===== src/rtl/hazard_scoreboard.sv =====
// Hazard unit for the five-stage MIPS pipeline: shift-register writer scoreboard, D-stage stall, forward selects.
// Optional multiply/divide busy tracking is compiled in with `define HAZ_MDU_EN.

module hazard_src_check #(
  parameter int NUM_STAGES = 3,
  parameter int REG_W      = 5,
  parameter int T_W        = 3,
  parameter int FW         = 2
) (
  input  logic [NUM_STAGES:1]            vld,
  input  logic [NUM_STAGES:1][REG_W-1:0] a3,
  input  logic [NUM_STAGES:1][T_W-1:0]   tnew,
  input  logic [REG_W-1:0]               src,
  input  logic [T_W-1:0]                 tuse,
  output logic                           stall_o,
  output logic [FW-1:0]                  fwd_o
);
  logic           hit;
  logic [T_W-1:0] tnew_hit;
  logic [FW-1:0]  k_hit;

  // Scan oldest to youngest so the youngest match overwrites and shadows older ones.
  always_comb begin
    hit      = 1'b0;
    tnew_hit = '0;
    k_hit    = '0;
    for (int k = NUM_STAGES; k >= 1; k--) begin
      if (vld[k] && (a3[k] == src) && (src != '0)) begin
        hit      = 1'b1;
        tnew_hit = tnew[k];
        k_hit    = FW'(k);
      end
    end
    stall_o = hit && (tnew_hit > tuse);
    fwd_o   = (hit && (tnew_hit == '0)) ? k_hit : '0;
  end
endmodule

module hazard_scoreboard #(
  parameter int NUM_STAGES  = 3,
  parameter int REG_W       = 5,
  parameter int T_W         = 3,
  parameter int MULT_CYCLES = 5,
  parameter int DIV_CYCLES  = 10,
  localparam int FW         = $clog2(NUM_STAGES + 1)
) (
  input  logic             clk,
  input  logic             reset,
  input  logic             D_valid,
  input  logic [REG_W-1:0] D_rs,
  input  logic [REG_W-1:0] D_rt,
  input  logic [T_W-1:0]   D_Tuse_rs,
  input  logic [T_W-1:0]   D_Tuse_rt,
  input  logic             D_RegWrite,
  input  logic [REG_W-1:0] D_A3,
  input  logic [T_W-1:0]   D_Tnew,
`ifdef HAZ_MDU_EN
  input  logic             D_is_md,
  input  logic             D_is_mul,
  input  logic             D_uses_md,
  output logic             md_busy,
`endif
  output logic             stall,
  output logic [FW-1:0]    fwd_rs,
  output logic [FW-1:0]    fwd_rt
);
  logic [NUM_STAGES:1]            vld_q, vld_d;
  logic [NUM_STAGES:1][REG_W-1:0] a3_q, a3_d;
  logic [NUM_STAGES:1][T_W-1:0]   tnew_q, tnew_d;
  logic                           stall_rs, stall_rt, md_stall;

  hazard_src_check #(.NUM_STAGES(NUM_STAGES), .REG_W(REG_W), .T_W(T_W), .FW(FW)) u_rs (
    .vld(vld_q), .a3(a3_q), .tnew(tnew_q), .src(D_rs), .tuse(D_Tuse_rs),
    .stall_o(stall_rs), .fwd_o(fwd_rs)
  );

  hazard_src_check #(.NUM_STAGES(NUM_STAGES), .REG_W(REG_W), .T_W(T_W), .FW(FW)) u_rt (
    .vld(vld_q), .a3(a3_q), .tnew(tnew_q), .src(D_rt), .tuse(D_Tuse_rt),
    .stall_o(stall_rt), .fwd_o(fwd_rt)
  );

  assign stall = D_valid & (stall_rs | stall_rt | md_stall);

  // Entry 1 gets a bubble on stall; E and beyond always advance.
  always_comb begin
    vld_d     = '0;
    a3_d      = '0;
    tnew_d    = '0;
    vld_d[1]  = D_valid & D_RegWrite & (D_A3 != '0) & ~stall;
    a3_d[1]   = D_A3;
    tnew_d[1] = D_Tnew;
    for (int k = 2; k <= NUM_STAGES; k++) begin
      vld_d[k]  = vld_q[k-1];
      a3_d[k]   = a3_q[k-1];
      tnew_d[k] = (tnew_q[k-1] == '0) ? '0 : tnew_q[k-1] - T_W'(1);
    end
  end

  always_ff @(posedge clk or posedge reset) begin
    if (reset) begin
      vld_q  <= '0;
      a3_q   <= '0;
      tnew_q <= '0;
    end else begin
      vld_q  <= vld_d;
      a3_q   <= a3_d;
      tnew_q <= tnew_d;
    end
  end

`ifdef HAZ_MDU_EN
  localparam int CW = $clog2(DIV_CYCLES + 1);
  logic [CW-1:0] cnt_q, cnt_d;

  assign md_busy  = (cnt_q != '0);
  assign md_stall = (D_uses_md | D_is_md) & md_busy;

  // A new mult/div can only issue once the unit is idle, so load never races the decrement.
  always_comb begin
    cnt_d = cnt_q;
    if (D_valid && !stall && D_is_md)
      cnt_d = D_is_mul ? CW'(MULT_CYCLES) : CW'(DIV_CYCLES);
    else if (cnt_q != '0)
      cnt_d = cnt_q - CW'(1);
  end

  always_ff @(posedge clk or posedge reset) begin
    if (reset) cnt_q <= '0;
    else       cnt_q <= cnt_d;
  end
`else
  logic unused_md_cfg;
  assign unused_md_cfg = ^{MULT_CYCLES[0], DIV_CYCLES[0]};
  assign md_stall      = 1'b0;
`endif
endmodule


===== config.mk =====
export PLATFORM = sky130hd
export DESIGN_NAME = hazard_scoreboard
export DESIGN_NICKNAME = d
export VERILOG_FILES = /design/src/rtl/hazard_scoreboard.sv
export SDC_FILE = /design/constraint.sdc
export NUM_CORES = 1
export LEC_CHECK = 0
export CAP_MARGIN = 20
export CORE_MARGIN = 2
export CORE_UTILIZATION = 50
export DETAILED_ROUTE_END_ITERATION = 16
export PLACE_DENSITY = 0.88
export REMOVE_ABC_BUFFERS = 1
export SYNTH_ARGS = -nofsm -noshare
export SYNTH_HDL_FRONTEND = slang
export SYNTH_HIERARCHICAL = 1
export SYNTH_SLANG_ARGS = --single-unit

===== constraint.sdc =====
create_clock -name clk -period 5.8 [get_ports clk]
set_clock_uncertainty 0.05 [all_clocks]
set_input_delay 0.87 -clock clk [delete_from_list [all_inputs] [get_ports clk]]
set_output_delay 0.87 -clock clk [all_outputs]
set_load 0.05 [all_outputs]

==> parameters.txt, run 1 <==
Parameter                              Value

Status
  Outcome    complete, no violations

Setup path
  Cell-by-cell listing of the critical path    clkdlybuf4s50_1 > xnor2_1 > nand4_1 > nor3_1 > nand2_1 > a31oi_2 > ha_1 > nor2b_1 > o21a_1 > o21ai_0 > a21oi_1 > nor2_1 > nor2b_1 > clkdlybuf4s50_1
  Reg-to-Reg End    vld_q[1]
  Register-to-register setup slack    2.59 ns
  Crit-path max cell delay    0.70 ns
  Max Fanout on Critical Path    9
  Critical path data arrival time    4.64 ns
  Endpoint class of the critical path    output port
  Worst Path Class, Setup    input pin to output port
  Kind of start point of the critical path    input pin
  Sum of buffers and inverters on the critical path    2
  Data required time of the critical path    4.88 ns
  Slowest library cell on the worst path    sky130_fd_sc_hd__clkdlybuf4s50_1
  FF-to-FF Start    a3_d[14]
  Cell count of the worst reg-to-reg path    12
  Largest delay contributor family on the critical path    buffers and inverters

Cells and area
  Most common library cell in the layout ignoring fill and taps    sky130_fd_sc_hd__clkdlybuf4s50_1
  Layout cell share with drive strength beyond 1    13.5%
  Final nets    232
  Total of fill cells in the finished design    283
  Number of antenna cells inserted    0
  Area growth from synthesis to layout    23.3%
  Highest-count cells in the layout ignoring fill and taps    sky130_fd_sc_hd__clkdlybuf4s50_1, sky130_fd_sc_hd__dfrtp_1, sky130_fd_sc_hd__xnor2_1

Global routing
  Via count of the first global-routing pass    1238
  Remaining global-route overflow    0
  Maximum number of pins on one net before global-route repair    28
  Wire length of the first global-routing pass    5620 um
  Number of antenna violations at the first check in global routing    0
  Global-route usage over all layers    17.7%

Timing
  Slew Viols, Final    0
  Hold Violations, Final    0
  Setup TNS    0 ns
  Min setup slack post-route    0.241 ns
  Fmax    0.180 GHz
  Setup repair after global routing missed its margin    no
  Number of endpoints failing setup at the final stage    0
  Max-slew headroom at the worst pin    50.5%
  Final cycle utilization of the critical path    95.9%
  Minimum period implied by the final worst setup slack    5.56 ns
  Worst slew pin tran    0.738 ns

Placed design
  Pre-CTS setup slack    0.310 ns
  Final weighted congestion in routability-driven placement    0.903
  IO buf count    32
  DPL Wire Length    2780 um

Floorplanning
  I/O pin count    33
  Chip width    63.0 um
  Starting utilization of the core area    52.2%
  Die H    63.0 um
  Count of standard-cell rows    21
  Die area    0.00397 mm^2
  Core area    0.00334 mm^2

Synthesis
  Number of synthesized register bits    27
  Number of distinct library cells after synthesis    27
  Top cell type's share of synthesized area    38.8%
  Number of instances in the synthesized netlist    156
  Avg Synthesized Cell Area    11.2 um^2
  Synth Cell Area    0.00174 mm^2
  Ys Warns    6
  Cell type contributing the most total cell area after synthesis    sky130_fd_sc_hd__dfrtp_1
  Sequential share of the synthesized area    38.8%
  Dominant cells by area after synthesis    sky130_fd_sc_hd__dfrtp_1, sky130_fd_sc_hd__xnor2_1, sky130_fd_sc_hd__ha_1

Power
  Cell area power density    168 mW/mm^2
  Cell internal power dissipation    0.000265 W
  Leak    0.819 nW
  Switching portion of total power    26.5%
  Part of the power in registers    58.8%
  Clock share of power    21.6%
  Largest voltage drop on the vdd net    142 uV
  Combinational fraction of design power    19.6%
  Sw Pwr    0.0000955 W

Clocking
  Post-CTS setup buffers    0
  CTS Buf Count    3
  Clock tree from TritonCTS    yes
  H-tree levels    1
  Post-CTS Hold Buffers    0
  Cells resized by post-CTS repair    0
  CTS root buffer    sky130_fd_sc_hd__clkbuf_4
  Insertion delay of the later-clocked pin in the worst-skew pair    0.31 ns
  Buffer levels on the longest clock path    2
  Clock-pin slew on the worst setup and hold paths    0.14 ns
  Number of clock sinks    27

Route
  Detail-routed net length per standard cell    14.2 um
  Pre-antenna DRT Iters    4
  Post-detailed-route via-to-cell ratio    5.36
  First-iteration detailed-routing DRC count    31
  Count of vias placed by the detailed router    1280
  DRC violation count after routing    0
  Count of antenna-violating nets left after detailed routing    0
  Final Routed Wirelength    3410 um

Worst hold path
  Endpoint, Worst Hold    vld_q[3]
  Launch point of the worst hold path    vld_q[2]
  Type of the worst min-delay path    flop to flop
  Hold path depth    0

Flow run
  Number of max-cap violations    0
[area by class of cell]
cell class                      instances  area (um^2)  share of cell area [%]
Tap cell                               46         57.6                    2.68
Sequential cell                        27          676                    31.5
Clock buffer                            4         26.3                    1.22
Inverter                               11         41.3                    1.92
Timing Repair Buffer                   35          363                    16.9
Multi-Input combinational cell        116          985                    45.8
[synthesized netlist by cell type]
library cell / instances
sky130_fd_sc_hd__nand4_1: 6
sky130_fd_sc_hd__dfrtp_1: 27
sky130_fd_sc_hd__o2111a_1: 1
sky130_fd_sc_hd__xnor2_1: 26
sky130_fd_sc_hd__nor4_2: 2
sky130_fd_sc_hd__a21oi_1: 2
sky130_fd_sc_hd__nor2_4: 4
sky130_fd_sc_hd__inv_1: 11
sky130_fd_sc_hd__o21ai_0: 6
sky130_fd_sc_hd__a31oi_4: 2
sky130_fd_sc_hd__nand2b_1: 2
sky130_fd_sc_hd__a2111oi_4: 2
sky130_fd_sc_hd__or4_4: 2
sky130_fd_sc_hd__nand3_1: 2
sky130_fd_sc_hd__nor2_1: 7
sky130_fd_sc_hd__nand2_1: 12
sky130_fd_sc_hd__or4_1: 3
sky130_fd_sc_hd__buf_12: 2
sky130_fd_sc_hd__a31oi_2: 4
sky130_fd_sc_hd__o21a_1: 2
sky130_fd_sc_hd__nor2_8: 2
sky130_fd_sc_hd__nor2_2: 2
sky130_fd_sc_hd__nor3_1: 4
sky130_fd_sc_hd__xor2_1: 4
sky130_fd_sc_hd__nor2b_1: 3
sky130_fd_sc_hd__ha_1: 10
sky130_fd_sc_hd__nand3b_1: 6
[sequential cells by signal, indices dropped and copies added, names as in the netlist]
name,cells
a3_d,10
vld_q,3
tnew_q,9
a3_q,5
[routing by layer]
| metal | track usage [%] | part of all wire, % | wire length (um) |
|---|---|---|---|
| met3 | 2.34 | 3.9 | 132 |
| met2 | 30.9 | 49 | 1670 |
| met4 | 1.67 | 0.38 | 13 |
| met1 | 24.4 | 47 | 1590 |
| met5 | 0 | 0 | 0 |
[logic make-up (layout without fill, tap and decap cells)]
logic type	after synthesis	after routing	share of synthesized area, %
AND/OR/NAND/NOR	57	57	22.0
flip-flops	27	27	38.8
adder cells (fa/ha/maj)	10	10	7.18
AO/OA/AOI/OAI	19	19	12.3
XOR/XNOR	30	30	15.1
buffers and inverters	13	50	4.67
[worst register-to-register path: stages (launching register included)]
cell and delay (ns):
sky130_fd_sc_hd__dfrtp_1 0.46, sky130_fd_sc_hd__xnor2_1 0.19, sky130_fd_sc_hd__nand4_1 0.14, sky130_fd_sc_hd__nor3_1 0.60
sky130_fd_sc_hd__nand2_1 0.15, sky130_fd_sc_hd__a31oi_2 0.35, sky130_fd_sc_hd__ha_1 0.31, sky130_fd_sc_hd__nor2b_1 0.13
sky130_fd_sc_hd__o21a_1 0.15, sky130_fd_sc_hd__o21ai_0 0.14, sky130_fd_sc_hd__a21oi_1 0.07, sky130_fd_sc_hd__nor2_1 0.20
sky130_fd_sc_hd__o2111a_1 0.21
[metrics by stage]
stage / std cells / power (W) / area [um^2] / hold slack (ns) / utilization, %
6_report: 239 / 0.000361 / 2150 / 0.381 / 64.4
3_5_place_dp: 234 / 0.000284 / 2090 / 0.356 / 62.8
5_1_grt: 239 / 0.000381 / 2150 / 0.395 / 64.4
3_3_place_gp: 234 / 0.000280 / 2090 / 0.344 / 62.8
4_1_cts: 238 / 0.000361 / 2120 / 0.375 / 63.6
2_1_floorplan: 154 / 0.000249 / 1700 / 0.323 / -
[power by group through the flow]
stage               Sequential (W)  Combinational [W]   Clock, W
finish                    0.000212          0.0000707  0.0000781
global route              0.000214          0.0000773  0.0000904
CTS                       0.000212          0.0000684  0.0000801
detailed placement        0.000216          0.0000681          0
global placement          0.000215          0.0000649          0
floorplan                 0.000212          0.0000373          0
[how the worst max path moves through the flow]
stage	end	depth (start not counted)	slack [ns]	startpoint
2_1_floorplan	stall	13	1.43	D_rt[0]
3_3_place_gp	stall	14	0.35	D_rt[1]
3_5_place_dp	stall	14	0.31	D_rt[4]
4_1_cts	stall	14	0.30	D_rt[4]
5_1_grt	stall	14	0.01	D_rt[4]
6_report	stall	14	0.24	D_rt[0]
(Power assumes the default switching activity.)
==> run 2, diff against run 1 <==
--- a/config.mk
+++ b/config.mk
@@ -7,9 +7,9 @@
 export LEC_CHECK = 0
 export CAP_MARGIN = 20
 export CORE_MARGIN = 2
-export CORE_UTILIZATION = 50
+export CORE_UTILIZATION = 55
 export DETAILED_ROUTE_END_ITERATION = 16
-export PLACE_DENSITY = 0.88
+export PLACE_DENSITY = 0.95
 export REMOVE_ABC_BUFFERS = 1
 export SYNTH_ARGS = -nofsm -noshare
 export SYNTH_HDL_FRONTEND = slang
==> run 2 against run 1 <==
Non-clock buffer count unchanged. Critical path depth unchanged. Worst setup slack better by 0.047 ns. Total power up 3.1%. Global-route usage up 4.1 points. Cell area up 0.35%. Sequential power about the same. Combinational power about the same. Register-to-register slack better by 0.05 ns. Core utilization up 6.8 points. Routed wire length up 2.5%.
==> parameters.txt, run 2 (synthesized netlist as in run 1, its figures left out) <==
Parameter                              Value

Setup path
  FF-to-FF Start    a3_d[14] (unchanged)
  Critical path data arrival time    4.59 ns (was 4.64 ns)
  Worst Path Class, Setup    input pin to output port (unchanged)
  Data required time of the critical path    4.88 ns (about the same)
  Max Fanout on Critical Path    9 (unchanged)
  Endpoint class of the critical path    output port (unchanged)
  Cell count of the worst reg-to-reg path    12 (unchanged)
  Register-to-register setup slack    2.64 ns (was 2.59 ns)
  Reg-to-Reg End    vld_q[1] (unchanged)
  Kind of start point of the critical path    input pin (unchanged)

Power
  Leak    0.823 nW (was 0.819 nW)
  Largest voltage drop on the vdd net    162 uV (was 142 uV)
  Cell area power density    173 mW/mm^2 (was 168 mW/mm^2)

Route
  DRC violation count after routing    0 (unchanged)
  Detail-routed net length per standard cell    14.7 um (was 14.2 um)
  Count of vias placed by the detailed router    1257 (was 1280)
  Count of antenna-violating nets left after detailed routing    0 (unchanged)
  Post-detailed-route via-to-cell ratio    5.30 (was 5.36)
  Pre-antenna DRT Iters    4 (unchanged)
  First-iteration detailed-routing DRC count    44 (was 31)
  Final Routed Wirelength    3490 um (was 3410 um)

Cells and area
  Area growth from synthesis to layout    23.8% (was 23.3%)
  Final nets    232 (unchanged)
  Layout cell share with drive strength beyond 1    14.5% (was 13.5%)
  Fin util    71.2% (was 64.4%)
  Max reg flops    10 (unchanged)
  Highest-count cells in the layout ignoring fill and taps    sky130_fd_sc_hd__clkdlybuf4s50_1, sky130_fd_sc_hd__dfrtp_1, sky130_fd_sc_hd__xnor2_1 (unchanged)
  Most common library cell in the layout ignoring fill and taps    sky130_fd_sc_hd__clkdlybuf4s50_1 (unchanged)
  Sequential cell area    676 um^2 (unchanged)
  Total of fill cells in the finished design    228 (was 283)
  Area occupied by multi-input gates    990 um^2 (was 985 um^2)
  Number of antenna cells inserted    0 (unchanged)

Timing
  Setup repair after global routing missed its margin    no (unchanged)
  Minimum period implied by the final worst setup slack    5.51 ns (was 5.56 ns)
  Slew Viols, Final    0 (unchanged)
  Number of endpoints failing setup at the final stage    0 (unchanged)
  Hold Violations, Final    0 (unchanged)
  Setup TNS    0 ns (unchanged)
  Worst slew pin tran    0.736 ns (was 0.738 ns)
  Max-slew headroom at the worst pin    50.5% (about the same)
  Fmax    0.181 GHz (was 0.180 GHz)
  Final cycle utilization of the critical path    95.0% (was 95.9%)

Worst hold path
  Launch point of the worst hold path    vld_q[2] (unchanged)
  Endpoint, Worst Hold    vld_q[3] (unchanged)
  Hold path depth    0 (unchanged)
  Type of the worst min-delay path    flop to flop (unchanged)

Global routing
  Via count of the first global-routing pass    1252 (was 1238)
  Global-route track usage on met2    37.7% (was 30.9%)
  Busiest layer in global routing    met2 (unchanged)
  Number of antenna violations at the first check in global routing    0 (unchanged)
  Met1 routing resource usage after global routing    28.4% (was 24.4%)
  Remaining global-route overflow    0 (unchanged)
  GRT met3 Usage    4.55% (was 2.34%)
  Maximum number of pins on one net before global-route repair    28 (unchanged)
  Wire length of the first global-routing pass    5810 um (was 5620 um)
  Global-route usage over all layers    21.8% (was 17.7%)

Placed design
  DPL Wire Length    2850 um (was 2780 um)
  IO buf count    32 (unchanged)
  Final weighted congestion in routability-driven placement    0.929 (was 0.903)

Floorplanning
  Die area    0.00363 mm^2 (was 0.00397 mm^2)
  Count of standard-cell rows    20 (was 21)
  Core area    0.00303 mm^2 (was 0.00334 mm^2)
  I/O pin count    33 (unchanged)
  Starting utilization of the core area    57.5% (was 52.2%)
  Chip width    60.3 um (was 63.0 um)
  Die H    60.3 um (was 63.0 um)

Clocking
  Cells resized by post-CTS repair    0 (unchanged)
  Clock-pin slew on the worst setup and hold paths    0.15 ns (was 0.14 ns)
  Insertion delay of the later-clocked pin in the worst-skew pair    0.34 ns (was 0.31 ns)
  Post-CTS Hold Buffers    0 (unchanged)
  CTS root buffer    sky130_fd_sc_hd__clkbuf_4 (unchanged)
  Post-CTS setup buffers    0 (unchanged)
  Number of clock sinks    27 (unchanged)
  Clock tree from TritonCTS    yes (unchanged)
  H-tree levels    1 (unchanged)
  Buffer levels on the longest clock path    2 (unchanged)
  CTS Buf Count    3 (unchanged)

Flow run
  Number of max-cap violations    0 (unchanged)

Status
  Outcome    complete, no violations (unchanged)
## run 2: final cells by class
class                   count  share of cell area, %
clock buffers               3                   1.04
clock inverters             1                  0.406
inverters                  11                   1.92
multi-input cells         116                   45.9
flip-flops and latches     27                   31.3
well taps                  44                   2.55
repair buffers             35                   16.8
## run 2: worst max-delay path by stage
stage	start	endpoint	slack, ns	depth (start not counted)
after floorplan	D_rt[0]	stall	1.43	13
after global placement	D_rt[1]	stall	0.37	14
after detailed placement	D_rt[1]	stall	0.28	14
after CTS	D_rt[1]	stall	0.26	14
after global routing	D_rs[4]	stall	0.11	14
final	D_rs[4]	stall	0.29	14
## run 2: report_power, final
group	switching, W	internal, W
logic	0.0000312	0.0000398
clock network	0.0000604	0.0000283
registers	0.0000136	0.000199
## run 2: metal layers
layer  routed length (um)  vias to the layer above
met2                 1800                       34
met1                 1520                      606
met5                    0                        -
li1                     -                      612
met3                  152                        5
met4                   21                        0
## run 2: stage by stage
step | power (W) | worst slack [ns] | hold WS, ns | cells | instance area, um^2
after global routing | 0.000392 | 0.112 | 0.394 | 237 | 2160
after floorplan | 0.000249 | 1.43 | 0.323 | 154 | 1700
after CTS | 0.000373 | 0.258 | 0.376 | 236 | 2120
final | 0.000372 | 0.288 | 0.377 | 237 | 2160
after detailed placement | 0.000284 | 0.277 | 0.342 | 232 | 2090
after global placement | 0.000279 | 0.373 | 0.340 | 232 | 2090
## run 2: critical path, cell delays in order
cell and delay, ns:
sky130_fd_sc_hd__clkdlybuf4s50_1 0.59, sky130_fd_sc_hd__xnor2_1 0.16, sky130_fd_sc_hd__nand4_1 0.13, sky130_fd_sc_hd__nor3_1 0.59, sky130_fd_sc_hd__nand2_1 0.16, sky130_fd_sc_hd__a31oi_2 0.36, sky130_fd_sc_hd__ha_1 0.31, sky130_fd_sc_hd__nor2b_1 0.13
sky130_fd_sc_hd__o21a_1 0.15, sky130_fd_sc_hd__o21ai_0 0.15, sky130_fd_sc_hd__a21oi_1 0.06, sky130_fd_sc_hd__nor2_1 0.15, sky130_fd_sc_hd__nor2b_1 0.07, sky130_fd_sc_hd__clkdlybuf4s50_1 0.70
